File: config.mk
export PLATFORM = sky130hd
export DESIGN_NAME = alu_sequencer
export DESIGN_NICKNAME = d
export VERILOG_FILES = /design/src/rtl/alu_seq_pkg.sv /design/src/rtl/alu_seq_regfile.sv /design/src/rtl/alu_sequencer.sv
export SDC_FILE = /design/constraint.sdc
export NUM_CORES = 1
export LEC_CHECK = 0
export BUFFER_PORTS_ARGS = -buffer_cell sky130_fd_sc_hd__buf_2
export CAP_MARGIN = 5
export CORE_MARGIN = 5
export CORE_UTILIZATION = 47
export CTS_CLUSTER_SIZE = 20
export DETAILED_ROUTE_END_ITERATION = 10
export GPL_TIMING_DRIVEN = 1
export PLACE_DENSITY_LB_ADDON = 0.08
export SYNTH_ARGS = -nofsm -noshare
export SYNTH_HDL_FRONTEND = slang
export SYNTH_SLANG_ARGS = --single-unit
File: constraint.sdc
create_clock -name clk -period 3.9 [get_ports clk]
set_input_delay 0.78 -clock clk [delete_from_list [all_inputs] [get_ports clk]]
set_output_delay 0.78 -clock clk [all_outputs]
set_load 0.005 [all_outputs]
File: src/rtl/alu_seq_pkg.sv
// Shared constants for the ALU sequencer: opcodes, ALU selects, FSM states, field offsets.
// Latency: n/a (declarations only).
// Backpressure: n/a.
package alu_seq_pkg;

    // Instruction opcodes (instr[15:12])
    localparam logic [3:0] OP_ADD = 4'b0000;
    localparam logic [3:0] OP_SUB = 4'b0001;
    localparam logic [3:0] OP_AND = 4'b0010;
    localparam logic [3:0] OP_OR  = 4'b0011;
    localparam logic [3:0] OP_CLR = 4'b0100;
    localparam logic [3:0] OP_LDI = 4'b0101;

    // ALU select encodings
    localparam logic [3:0] SEL_NOP = 4'b0000;
    localparam logic [3:0] SEL_ADD = 4'b0001;
    localparam logic [3:0] SEL_SUB = 4'b0010;
    localparam logic [3:0] SEL_AND = 4'b0011;
    localparam logic [3:0] SEL_OR  = 4'b0100;
    localparam logic [3:0] SEL_CLR = 4'b0101;

    // Sequencer states
    localparam logic [1:0] IDLE   = 2'd0;
    localparam logic [1:0] DECODE = 2'd1;
    localparam logic [1:0] EXEC   = 2'd2;
    localparam logic [1:0] WB     = 2'd3;

    // Instruction field offsets (LSB positions)
    localparam int OPC_LSB = 12;
    localparam int RD_LSB  = 10;
    localparam int RS1_LSB = 8;
    localparam int RS2_LSB = 6;
    localparam int IMM_LSB = 0;

    // LDI and illegal opcodes leave the ALU idle.
    function automatic logic [3:0] opc_to_sel(input logic [3:0] opc);
        logic [3:0] sel;
        case (opc)
            OP_ADD:  sel = SEL_ADD;
            OP_SUB:  sel = SEL_SUB;
            OP_AND:  sel = SEL_AND;
            OP_OR:   sel = SEL_OR;
            OP_CLR:  sel = SEL_CLR;
            default: sel = SEL_NOP;
        endcase
        return sel;
    endfunction

    function automatic logic opc_legal(input logic [3:0] opc);
        return (opc <= OP_LDI);
    endfunction

endpackage

File: src/rtl/alu_seq_regfile.sv
// Register file: NREGS x DATA_W, one synchronous write port, two async read ports plus debug read.
// Latency: write visible on reads the cycle after the write edge; reads combinational.
// Backpressure: none; always accepts writes.
module alu_seq_regfile #(
    parameter int DATA_W = 13,
    parameter int NREGS  = 4,
    parameter int ADDR_W = 2
) (
    input  logic              clk,
    input  logic              rst,
    input  logic              we,
    input  logic [ADDR_W-1:0] waddr,
    input  logic [DATA_W-1:0] wdata,
    input  logic [ADDR_W-1:0] raddr_a,
    output logic [DATA_W-1:0] rdata_a,
    input  logic [ADDR_W-1:0] raddr_b,
    output logic [DATA_W-1:0] rdata_b,
    input  logic [ADDR_W-1:0] dbg_addr,
    output logic [DATA_W-1:0] dbg_data
);

    logic [DATA_W-1:0] mem [NREGS];

    // Storage: cleared by reset, single write port
    always_ff @(posedge clk or posedge rst) begin
        if (rst) begin
            for (int i = 0; i < NREGS; i++) begin
                mem[i] <= '0;
            end
        end else if (we) begin
            mem[waddr] <= wdata;
        end
    end

    assign rdata_a  = mem[raddr_a];
    assign rdata_b  = mem[raddr_b];
    assign dbg_data = mem[dbg_addr];

endmodule

File: src/rtl/alu_sequencer.sv
// Sequences an external ALU: fetch one instruction, read operands, drive ALU, write back.
// Latency: 4 cycles per instruction (IDLE accept, DECODE, EXEC, WB); done pulses in WB.
// Backpressure: instr_ready is high only in IDLE; instruction changes while busy are ignored.
module alu_sequencer #(
    parameter int DATA_W = 13,
    parameter int NREGS  = 4,
    parameter int ADDR_W = 2
) (
    input  logic              clk,
    input  logic              rst,
    input  logic              instr_valid,
    output logic              instr_ready,
    input  logic [15:0]       instr,
    output logic [DATA_W-1:0] alu_a,
    output logic [DATA_W-1:0] alu_b,
    output logic [3:0]        alu_sel,
    input  logic [DATA_W-1:0] alu_out,
    output logic              done,
    output logic              err,
    output logic [DATA_W-1:0] result,
    output logic              busy,
    input  logic [ADDR_W-1:0] dbg_addr,
    output logic [DATA_W-1:0] dbg_data
);
    import alu_seq_pkg::*;

    logic [1:0]        state;
    logic [15:0]       ir;
    logic              illegal;
    logic [DATA_W-1:0] res;

    logic [3:0]        opc;
    logic [ADDR_W-1:0] rd;
    logic [ADDR_W-1:0] rs1;
    logic [ADDR_W-1:0] rs2;
    logic [7:0]        imm8;
    logic [DATA_W-1:0] rdata_a;
    logic [DATA_W-1:0] rdata_b;
    logic              wr_en;

    assign opc  = ir[OPC_LSB +: 4];
    assign rd   = ir[RD_LSB  +: ADDR_W];
    assign rs1  = ir[RS1_LSB +: ADDR_W];
    assign rs2  = ir[RS2_LSB +: ADDR_W];
    assign imm8 = ir[IMM_LSB +: 8];

    assign instr_ready = (state == IDLE);
    assign busy        = (state != IDLE);
    assign done        = (state == WB);
    assign err         = done & illegal;
    assign wr_en       = done & ~illegal;

    alu_seq_regfile #(
        .DATA_W (DATA_W),
        .NREGS  (NREGS),
        .ADDR_W (ADDR_W)
    ) u_regfile (
        .clk      (clk),
        .rst      (rst),
        .we       (wr_en),
        .waddr    (rd),
        .wdata    (res),
        .raddr_a  (rs1),
        .rdata_a  (rdata_a),
        .raddr_b  (rs2),
        .rdata_b  (rdata_b),
        .dbg_addr (dbg_addr),
        .dbg_data (dbg_data)
    );

    // FSM and datapath: operands are registered straight into the ALU ports in DECODE
    // so they are stable for the whole EXEC cycle; alu_sel is only non-zero in EXEC.
    always_ff @(posedge clk or posedge rst) begin
        if (rst) begin
            state   <= IDLE;
            ir      <= '0;
            illegal <= 1'b0;
            res     <= '0;
            alu_a   <= '0;
            alu_b   <= '0;
            alu_sel <= SEL_NOP;
            result  <= '0;
        end else begin
            case (state)
                IDLE: begin
                    if (instr_valid) begin
                        ir    <= instr;
                        state <= DECODE;
                    end
                end
                DECODE: begin
                    alu_a   <= rdata_a;
                    alu_b   <= rdata_b;
                    alu_sel <= opc_to_sel(opc);
                    illegal <= ~opc_legal(opc);
                    state   <= EXEC;
                end
                EXEC: begin
                    case (opc)
                        OP_LDI:  res <= DATA_W'(imm8);
                        OP_CLR:  res <= '0;
                        default: res <= alu_out;
                    endcase
                    alu_sel <= SEL_NOP;
                    state   <= WB;
                end
                default: begin
                    if (!illegal) begin
                        result <= res;
                    end
                    state <= IDLE;
                end
            endcase
        end
    end

endmodule

# After elaboration in Yosys (flattened, before gate mapping)
# Cells that the tools add are included.
[classes]
reduce_logical = 8
bitwise_logic = 9
div = 0
eq_ne = 9
n_lt_le_gt_ge = 6
shifts = 0
mux = 17
n_mul = 0
n_addsub = 0
[op_table]
columns = ["cell", "count"]
rows = [
  ["13-bit 2-to-1 mux", 7],
  ["13-bit binary-select mux with 2-bit select", 3],
  ["52-bit bitwise mux", 1],
  ["13-bit demux with 2-bit select", 1],
  ["13-bit case mux with 2 select lines", 1],
  ["3-bit case mux with 5 select lines", 1],
  ["3-bit greater-or-equal comparator (second input constant)", 4],
  ["2-bit inverter with 3-bit output", 4],
  ["4-bit by 2-bit equality test with 1-bit output (second input constant)", 2],
  ["4-bit by 3-bit equality test with 1-bit output (second input constant)", 2],
  ["4-bit case mux with 2 select lines", 1],
  ["2-bit case mux with 3 select lines", 1],
  ["2-bit equality test (second input constant)", 2],
  ["4-bit by 1-bit equality test with 1-bit output (second input constant)", 1],
  ["4-bit by 3-bit less-or-equal comparator with 1-bit output (second input constant)", 1],
  ["4-bit zero test", 1],
  ["2-bit AND reduction", 2],
  ["2-bit nonzero test", 2],
  ["3-bit by 1-bit < comparator with 1-bit output (second input constant)", 1],
  ["1-bit inverter", 3],
  ["3-bit OR reduction", 1],
  ["1-bit bitwise AND", 2],
  ["2-bit by 1-bit equality test with 1-bit output (second input constant)", 1],
  ["2-bit zero test", 1],
  ["3 further kinds", 3],
]
[totals]
output_inout_bits = 60
mem_bits_ro = 0
wordCells = 61
memories = 0
ramBits = 0
latch_bits = 0
in_bits = 34
regBits = 127

# Logic depth before layout (Yosys ltp)
# Gate-level depths: netlist of the first run.
[logic_depth]
ltp_word = 6
depth_mapped = 6
depth_no_buf = 5

# Cells and area by module
# A second synthesis of the first run with hierarchy kept.
[unflattened]
cells_unflattened = 388
hier_area_um2 = 5868.1
[modules_own_cells]
columns = ["mod", "n_inst", "cells_per_inst", "area_per_inst_um2", "seq_area_each_um2"]
rows = [
  ["alu_sequencer", 1, 230, 3001.6, 1851.8],
  ["alu_seq_regfile", 1, 158, 2866.5, 1301.2],
]

# Worst setup path before layout of the first run
# No wires, ideal clock.
[synth_path]
kind = "input-to-output"
start = "in dbg_addr[0]"
end = "out dbg_data[10]"
path_buffers = 1
cell_stages = 2
path_slack_ns = 1.629
t_required_ns = 3.120
arrival_ns = 1.491
cell_sequence = "buf_4 -> mux4_2"
[synth_via]
elab_chain_len = 4
[synth_rtl]
columns = ["element", "line_no", "text"]
rows = [
  ["from (decl)", "alu_sequencer.sv:22", "input logic [ADDR_W-1:0] dbg_addr,"],
  ["2-bit inverter with 3-bit output (not written as such)", "alu_seq_regfile.sv:37", "assign dbg_data = mem[dbg_addr];"],
  ["13-bit binary-select mux with 2-bit select", "alu_seq_regfile.sv:37", ""],
  ["13-bit 2-to-1 mux (not written as such) (2 in series)", "alu_seq_regfile.sv:37", ""],
  ["to (decl)", "alu_sequencer.sv:23", "output logic [DATA_W-1:0] dbg_data"],
]
# Every way passes these cells. The select of a mux whose other input is x is not followed.

# Final worst setup path of the first run
[layout_path]
start = "in dbg_addr[0]"
end = "out dbg_data[2]"
# Same word-level chain as after synthesis.

==> run summary, run 1 <==
===============================================================================================
Run status                                                                         finished clean
Buffer count from post-CTS setup fixing                                                       0
Number of gates given a new drive strength after cts                                          0
Count of max-cap constraint violations                                                        0
Overflow left after global routing                                                            0
Reg2reg setup slack                                                                     1.46 ns
Setup crit end kind                                                                primary output
Path depth of the worst reg2reg path                                                          4
Final Max Slew Viols                                                                          0
Post-CTS Hold Fix Bufs                                                                        0
WP data required                                                                        3.12 ns
Mean number of vias per cell                                                              5.416
Die Y                                                                                  122.3 µm
Layout cell share with drive strength beyond 1                                           52.72%
Leakage power total                                                                    3.206 nW
Via count of the first global-routing pass                                                 3718
Sequential element share of the synthesized area                                         53.20%
Layout Cell Area excl Fill                                                             7005 µm²
Post-synthesis area per instance                                                      14.97 µm²
Floorplan Core Area                                                                   12470 µm²
Number of antenna violations at the first check in global routing                             0
Data arrival time of the worst path                                                     1.92 ns
Final hold violation count                                                                    0
Number of vias after detailed routing                                                      3623
Clock H-tree levels                                                                           4
Setup repair after global routing missed its margin                                       false
Final-report setup violation count                                                            0
Width of the chip                                                                      122.3 µm
Multi-input gate area                                                                  2550 µm²
Clock input transition at the sequential cells of the worst setup and hold paths        0.05 ns
DRC                                                                                           0
First-pass iteration count of the detailed router                                             4
# fillers                                                                                  1060
Standard cell area after detailed placement                                            6462 µm²
Count of yosys warnings during synthesis                                                      0
Aggregate negative setup slack                                                             0 ns
Initial Utilization                                                                      47.55%
Gpl congestion                                                                           0.7896
Number of antenna diodes                                                                      0
F_max                                                                                 370.8 MHz
Tcrit/Tclk final                                                                         69.15%
Final core utilization                                                                   56.20%
Flops & latches, synth                                                                      126
Class of the most critical setup path                                              primary input to primary output
Highest net fanout along the worst path                                                      13
Class of the tightest hold or removal check                                        primary input to asynchronous set/reset pin
Number of design-rule violations left by the first detailed-router iteration                199
Launching point of the worst reg2reg path                                              state[0]
PwrDens                                                                            867.4 nW/µm²
Gate count of the mapped netlist                                                            396
I/O pin count                                                                                94
Crit Reg-Reg Endpoint                                                              u_regfile.mem[31]
Post-DP HPWL                                                                            8832 µm
Clock root buffer                                                                  sky130_fd_sc_hd__clkbuf_16
Quantity of I/O buffers inserted on ports                                                    92
Final #Nets                                                                                 523
EDFF count, synth                                                                             0
Top flip-flop cell by instance count after synthesis                               sky130_fd_sc_hd__dfrtp_1
Overall die area                                                                      14960 µm²
Async SR Flop Fraction                                                                   100.0%
Peak supply drop                                                                      0.5790 mV
Post-synthesis instance area                                                           5927 µm²
Number of placement rows                                                                     41
Post-layout minimum cycle time                                                         2.697 ns
Startpoint class of the critical path                                              primary input
Tot Pwr                                                                              0.006077 W
Post-synth cell types                                                                        32
Wire per inst                                                                          19.41 µm
Number of clock buffers inserted by TritonCTS                                                17
Post-synth net total                                                                        434
Clock skew after layout                                                             0.004872 ns
Pin count of the biggest net entering global routing                                         72
Total routing resource utilization after global routing                                  18.98%
Sinks on Clock Net                                                                          126
Sequential cell area                                                                   3153 µm²
Total length of routed wires                                                           12980 µm
Global-route wire length before repair                                                 20870 µm
Pin slew with the least headroom to its limit                                         0.9577 ns
Area added between synthesis and finish                                                  18.20%
Clk_lat worst skew                                                                      0.41 ns
Max-Slew Margin vs Limit                                                                 36.15%
Number of routed nets with antenna violations                                                 0
Number of buffers between clock root and the deepest sink                                     2
TritonCTS clock tree                                                                       done
===============================================================================================
layout by cell type, fill, tap and decap left out, types with 2 or more instances in the layout:
master                      count
sky130_fd_sc_hd__mux4_1         4
sky130_fd_sc_hd__ha_1           4
sky130_fd_sc_hd__clkinv_2       7
sky130_fd_sc_hd__buf_4          2
sky130_fd_sc_hd__buf_2         92
sky130_fd_sc_hd__mux4_2        35
sky130_fd_sc_hd__inv_1         11
sky130_fd_sc_hd__a21oi_1        3
sky130_fd_sc_hd__mux2_2        96
sky130_fd_sc_hd__o21ai_0       19
sky130_fd_sc_hd__dfrtp_1      126
sky130_fd_sc_hd__nor2_1        13
sky130_fd_sc_hd__clkbuf_1       3
sky130_fd_sc_hd__nand3_1       14
sky130_fd_sc_hd__a31oi_1        8
sky130_fd_sc_hd__clkbuf_16     17
sky130_fd_sc_hd__nand2_1       22
sky130_fd_sc_hd__nor3b_4        2
sky130_fd_sc_hd__clkbuf_8       3
worst max-delay path, stage by stage:
cell and delay, ns:
sky130_fd_sc_hd__buf_2 0.41, sky130_fd_sc_hd__mux4_2 0.57, sky130_fd_sc_hd__buf_2 0.14
worst max path at each step:
| stage | startpoint | to | cells past startpoint |
|---|---|---|---|
| 6_report | dbg_addr[0] | dbg_data[2] | 3 |
| 3_5_place_dp | dbg_addr[0] | dbg_data[2] | 3 |
| 2_1_floorplan | rst | alu_a[0] | 1 |
| 5_1_grt | dbg_addr[0] | dbg_data[8] | 3 |
| 4_1_cts | dbg_addr[0] | dbg_data[2] | 3 |
| 3_3_place_gp | dbg_addr[0] | dbg_data[1] | 3 |
flip-flops by register name, summed over array words and instances, names as in the netlist:
signal / flops
u_regfile.mem: 52
ir: 16
alu_a: 13
alu_b: 13
res: 13
result: 13
alu_sel: 3
state: 2
illegal: 1
where the power goes:
group          switching, W  total [W]  internal, W  leakage [nW]
Sequential         0.000709    0.00262      0.00191          1.56
Clock              0.000533    0.00145     0.000913         0.276
Combinational      0.000727    0.00201      0.00129          1.37
Total               0.00197    0.00608      0.00411          3.21
cell usage after synthesis (6+ instances only):
library cell	count	area share, %
sky130_fd_sc_hd__a31oi_1	8	0.84
sky130_fd_sc_hd__buf_2	6	0.51
sky130_fd_sc_hd__clkbuf_1	8	0.51
sky130_fd_sc_hd__dfrtp_1	126	53
sky130_fd_sc_hd__inv_1	12	0.76
sky130_fd_sc_hd__mux2_2	96	18
sky130_fd_sc_hd__mux4_2	35	13
sky130_fd_sc_hd__nand2_1	22	1.4
sky130_fd_sc_hd__nand3_1	14	1.2
sky130_fd_sc_hd__nor2_1	13	0.82
sky130_fd_sc_hd__o21ai_0	19	1.6
metrics by stage:
stage / hold WS, ns / std cells / setup slack [ns]
floorplan: 0.4733 / 396 / 1.567
global placement: 0.4646 / 638 / 1.211
detailed placement: 0.4732 / 638 / 1.170
CTS: 0.4103 / 669 / 1.170
global route: 0.4484 / 669 / 1.108
finish: 0.4157 / 669 / 1.203
logic make-up (layout without fill, tap and decap cells):
family,count (synthesis),in the layout,synth area share (%)
multiplexers,136,136,33.57
flip-flops,126,126,53.20
AND/OR/NAND/NOR,58,58,5.320
buffers and inverters,37,138,3.779
AO/OA/AOI/OAI,33,33,3.082
adder cells (fa/ha/maj),4,4,0.8445
other,1,1,0.06327
XOR/XNOR,1,1,0.1478
layer usage:
| metal | share of wire, % | vias up | track usage (%) | wire (µm) |
|---|---|---|---|---|
| met1 | 46 | 1853 | 26.08 | 5925 |
| met2 | 47 | 100 | 28.75 | 6038 |
| met3 | 6.1 | 20 | 5.530 | 796 |
| met5 | 0 | - | 0 | 0 |
| met4 | 1.7 | 0 | 7.348 | 223 |
| li1 | - | 1650 | - | - |
cell type report:
| cell class | instances | area share (%) |
|---|---|---|
| Timing Repair Buffer | 95 | 7.073 |
| Multi-Input combinational cell | 233 | 36.40 |
| Clock inverter | 8 | 0.9287 |
| Sequential cell | 126 | 45.01 |
| Inverter | 12 | 0.6966 |
| Tap cell | 172 | 3.072 |
| Clock buffer | 23 | 6.823 |
(Power assumes the default switching activity.)
==> run 2, diff against run 1 <==
--- a/config.mk
+++ b/config.mk
@@ -5,6 +5,7 @@
 export SDC_FILE = /design/constraint.sdc
 export NUM_CORES = 1
 export LEC_CHECK = 0
+export ABC_AREA = 1
 export BUFFER_PORTS_ARGS = -buffer_cell sky130_fd_sc_hd__buf_2
 export CAP_MARGIN = 5
 export CORE_MARGIN = 5
==> constraint.sdc (replaced) <==
create_clock -name clk -period 2.5 [get_ports clk]
set_input_delay 0.5 -clock clk [delete_from_list [all_inputs] [get_ports clk]]
set_output_delay 0.5 -clock clk [all_outputs]
set_load 0.005 [all_outputs]
==> run 2 against run 1 <==
Sequential power up 36%. Synthesized area is 6.8% higher. Via count rose by 54%. Clock skew is 0.0034 ns higher. Global-route usage rose by 1.9 points. First-iteration DRC count up 120%. Flip-flop and latch count unchanged. Combinational power is 110% higher. Design area is 6.8% higher.
==> run summary, run 2 <==
===============================================================================================
F_max                                                                                 511.8 MHz
Tcrit/Tclk final                                                                         78.15%
I/O pin count                                                                                94   unchanged
First-pass iteration count of the detailed router                                             5   +1
Total length of routed wires                                                           16100 µm   +24%
Sequential element share of the synthesized area                                         49.80%   -3.4 points
Non-filler instance count after layout                                                     1100   +64%
Wire per inst                                                                          14.64 µm   -25%
Largest reg by FF count                                                            u_regfile.mem
Most frequent cell after synthesis                                                 sky130_fd_sc_hd__nand2_1
Crit path buf inv count                                                                       3   +1
Class of the most critical setup path                                              primary input to primary output
Top post-synthesis cells by count                                                  339 x sky130_fd_sc_hd__nand2_1, 126 x sky130_fd_sc_hd__dfrtp_1, 81 x sky130_fd_sc_hd__inv_1
Most common library cell in the layout ignoring fill and taps                      sky130_fd_sc_hd__nand2_1
WP data required                                                                        2.00 ns   -1.12 ns
Largest area contributor in the netlist                                            sky130_fd_sc_hd__dfrtp_1
Post-synthesis area per instance                                                      7.591 µm²   -49%
Count of yosys warnings during synthesis                                                      0   unchanged
Gate count of the mapped netlist                                                            834   +110%
Number of clock buffers inserted by TritonCTS                                                17   unchanged
Post-synthesis instance area                                                           6331 µm²   +6.8%
Area added between synthesis and finish                                                  18.22%   about the same
Number of gates given a new drive strength after cts                                          0   unchanged
Final #Nets                                                                                 949   +81%
Count of max-cap constraint violations                                                        0   unchanged
Initial Utilization                                                                      47.81%   +0.26 points
TritonCTS clock tree                                                                       done
Worst path slowest cell                                                            sky130_fd_sc_hd__buf_4
Clock input transition at the sequential cells of the worst setup and hold paths        0.06 ns   about the same
Quantity of I/O buffers inserted on ports                                                    92   unchanged
Largest registers                                                                  u_regfile.mem x52, ir x16
Run status                                                                         finished clean
Clock root buffer                                                                  sky130_fd_sc_hd__clkbuf_16
Floorplan Core Area                                                                   13240 µm²   +6.2%
Number of buffers between clock root and the deepest sink                                     2   unchanged
Async SR Flop Fraction                                                                   100.0%   unchanged
Top flip-flop cell by instance count after synthesis                               sky130_fd_sc_hd__dfrtp_1
Leakage power total                                                                    4.061 nW   +27%
Final hold violation count                                                                    0   unchanged
Layout cell share with drive strength beyond 1                                           17.32%   -35 points
Clk_lat worst skew                                                                      0.41 ns   about the same
Post-CTS Hold Fix Bufs                                                                        0   unchanged
Overflow left after global routing                                                            0   unchanged
Post-synth cell types                                                                        27   -16%
Post-synth net total                                                                        872   +100%
Clock skew after layout                                                             0.008224 ns   +0.003352 ns
Post-layout minimum cycle time                                                         1.954 ns
DRC                                                                                           0   unchanged
Class of the tightest hold or removal check                                        primary input to asynchronous set/reset pin
Overall die area                                                                      15890 µm²   +6.3%
Number of flip-flops in the largest register                                                 52   unchanged
Global-route wire length before repair                                                 27100 µm   +30%
Post-DP HPWL                                                                           11180 µm   +27%
Number of design-rule violations left by the first detailed-router iteration                439   +120%
Share of the synthesized area in the top cell type                                       49.80%   -3.4 points
EDFF count, synth                                                                             0   unchanged
Number of antenna violations at the first check in global routing                             0   unchanged
PwrDens                                                                             1384 nW/µm²   +60%
Data arrival time of the worst path                                                     1.45 ns   -0.47 ns
Final-report setup violation count                                                            0   unchanged
Peak supply drop                                                                      0.5707 mV   -1.4%
Stage delay of the slowest cell on the critical path                                    0.39 ns   -0.18 ns
Inst Count DP                                                                              1068   +67%
Pin slew with the least headroom to its limit                                         0.6901 ns   -0.2676 ns
Clock H-tree levels                                                                           4   unchanged
Most common cell type on the critical path                                         sky130_fd_sc_hd__buf_2
Die Y                                                                                  126.1 µm   +3.1%
Width of the chip                                                                      126.1 µm   +3.1%
Max-Slew Margin vs Limit                                                                 54.00%   +18 points
Via count of the first global-routing pass                                                 5376   +45%
Flops & latches, synth                                                                      126   unchanged
Gpl congestion                                                                           0.8874   +12%
Aggregate negative setup slack                                                             0 ns   unchanged
Commonest cells after routing, fill and taps aside                                 339 x sky130_fd_sc_hd__nand2_1, 126 x sky130_fd_sc_hd__dfrtp_1, 92 x sky130_fd_sc_hd__buf_2, 80 x sky130_fd_sc_hd__inv_1, 68 x sky130_fd_sc_hd__nand3_1
Number of vias after detailed routing                                                      5580   +54%
Highest net fanout along the worst path                                                      52   +39
Number of routed nets with antenna violations                                                 0   unchanged
Total routing resource utilization after global routing                                  20.93%   +1.9 points
Startpoint class of the critical path                                              primary input
Mean number of vias per cell                                                              5.073   -6.3%
Setup repair after global routing missed its margin                                       false
Pin count of the biggest net entering global routing                                        127   +76%
Number of antenna diodes                                                                      0   unchanged
Sinks on Clock Net                                                                          126   unchanged
Final Max Slew Viols                                                                          0   unchanged
Family with the most delay on the worst path                                       buffers and inverters
Number of placement rows                                                                     42   +2.4%
Buffer count from post-CTS setup fixing                                                       0   unchanged
Setup crit end kind                                                                primary output
Critical path cell sequence                                                        buf_2 -> buf_4 -> a21oi_1 -> o21ai_0 -> nand2_1 -> buf_2
Largest cells by area after synthesis                                              sky130_fd_sc_hd__dfrtp_1 50%, sky130_fd_sc_hd__nand2_1 20%, sky130_fd_sc_hd__nand3_1 5.4%
===============================================================================================
run 2: changes by cell type after synthesis, moves of 14 or more:
cell / previous run / this run
sky130_fd_sc_hd__o21ai_0: 19 / 48
sky130_fd_sc_hd__a21oi_1: 3 / 38
sky130_fd_sc_hd__mux4_2: 35 / 0
sky130_fd_sc_hd__nand2_1: 22 / 339
sky130_fd_sc_hd__nand3_1: 14 / 68
sky130_fd_sc_hd__mux2_2: 96 / 6
sky130_fd_sc_hd__buf_2: 6 / 20
sky130_fd_sc_hd__o21ai_1: 0 / 16
sky130_fd_sc_hd__inv_1: 12 / 81
sky130_fd_sc_hd__nor2_1: 13 / 28
run 2: layout make-up:
cell class                 count  area (µm²)
clock buffer                  22       484.2
clock inverter                10       135.1
multi-input combinational    578        2614
timing repair buffer         103       555.5
inverter                      85       322.8
sequential                   126        3153
fill                        1314        5758
tap                          176       220.2
run 2: power by group:
| part | internal [W] | switching [W] |
|---|---|---|
| clock | 0.00167 | 0.000889 |
| combinational | 0.00149 | 0.00275 |
| sequential | 0.00297 | 0.000602 |
run 2: routing by layer:
| layer | vias to the layer above | global-route usage (%) | part of all wire [%] | wire length [µm] |
|---|---|---|---|---|
| li1 | 2790 | - | - | - |
| met1 | 2580 | 30.40 | 49 | 7839 |
| met2 | 183 | 31.21 | 44 | 7052 |
| met3 | 27 | 4.361 | 5.6 | 909 |
| met4 | 0 | 7.319 | 1.9 | 301 |
| met5 | - | 0 | 0 | 0 |
run 2: cells by family after synthesis:
family / Yosys count / synth area share, %
AO/OA/AOI/OAI: 125 / 10.99
other: 1 / 0.05923
AND/OR/NAND/NOR: 442 / 28.38
buffers and inverters: 130 / 8.913
flip-flops: 126 / 49.80
adder cells (fa/ha/maj): 4 / 0.7905
multiplexers: 6 / 1.067
run 2: worst paths after layout:
| path | startpoint | endpoint | slack (ns) | depth (start not counted) |
|---|---|---|---|---|
| max | dbg_addr[0] | dbg_data[6] | 0.55 | 6 |
| max reg2reg | state[1] | u_regfile.mem[23] | 0.74 | 5 |
| min | rst | ir[0] | 0.27 | 3 |
| min in group clk | instr[4] | ir[4] | 0.32 | 2 |
| max in group asynchronous | rst | alu_a[2] | 1.70 | 3 |
| min reg2reg | alu_b[7] | alu_b[7] | 0.47 | 2 |
run 2: worst register-to-register path, cell delays in order, from the launching register on:
cell and delay (ns):
sky130_fd_sc_hd__dfrtp_1 0.38, sky130_fd_sc_hd__ha_1 0.25, sky130_fd_sc_hd__inv_1 0.10, sky130_fd_sc_hd__nor2_4 0.21, sky130_fd_sc_hd__nand3_2 0.41, sky130_fd_sc_hd__o21ai_0 0.33
run 2: stage by stage:
stage / hold slack (ns) / utilization [%] / total power (W) / instance area [µm²] / worst slack (ns)
floorplan: 0.4488 / - / 0.006458 / 6335 / 0.4467
global route: 0.3166 / 56.52 / 0.01126 / 7485 / 0.4427
detailed placement: 0.4603 / 51.84 / 0.007800 / 6865 / 0.5787
finish: 0.2659 / 56.52 / 0.01036 / 7485 / 0.5463
global placement: 0.4565 / 51.84 / 0.007685 / 6865 / 0.6408
CTS: 0.3043 / 56.52 / 0.01041 / 7485 / 0.5770
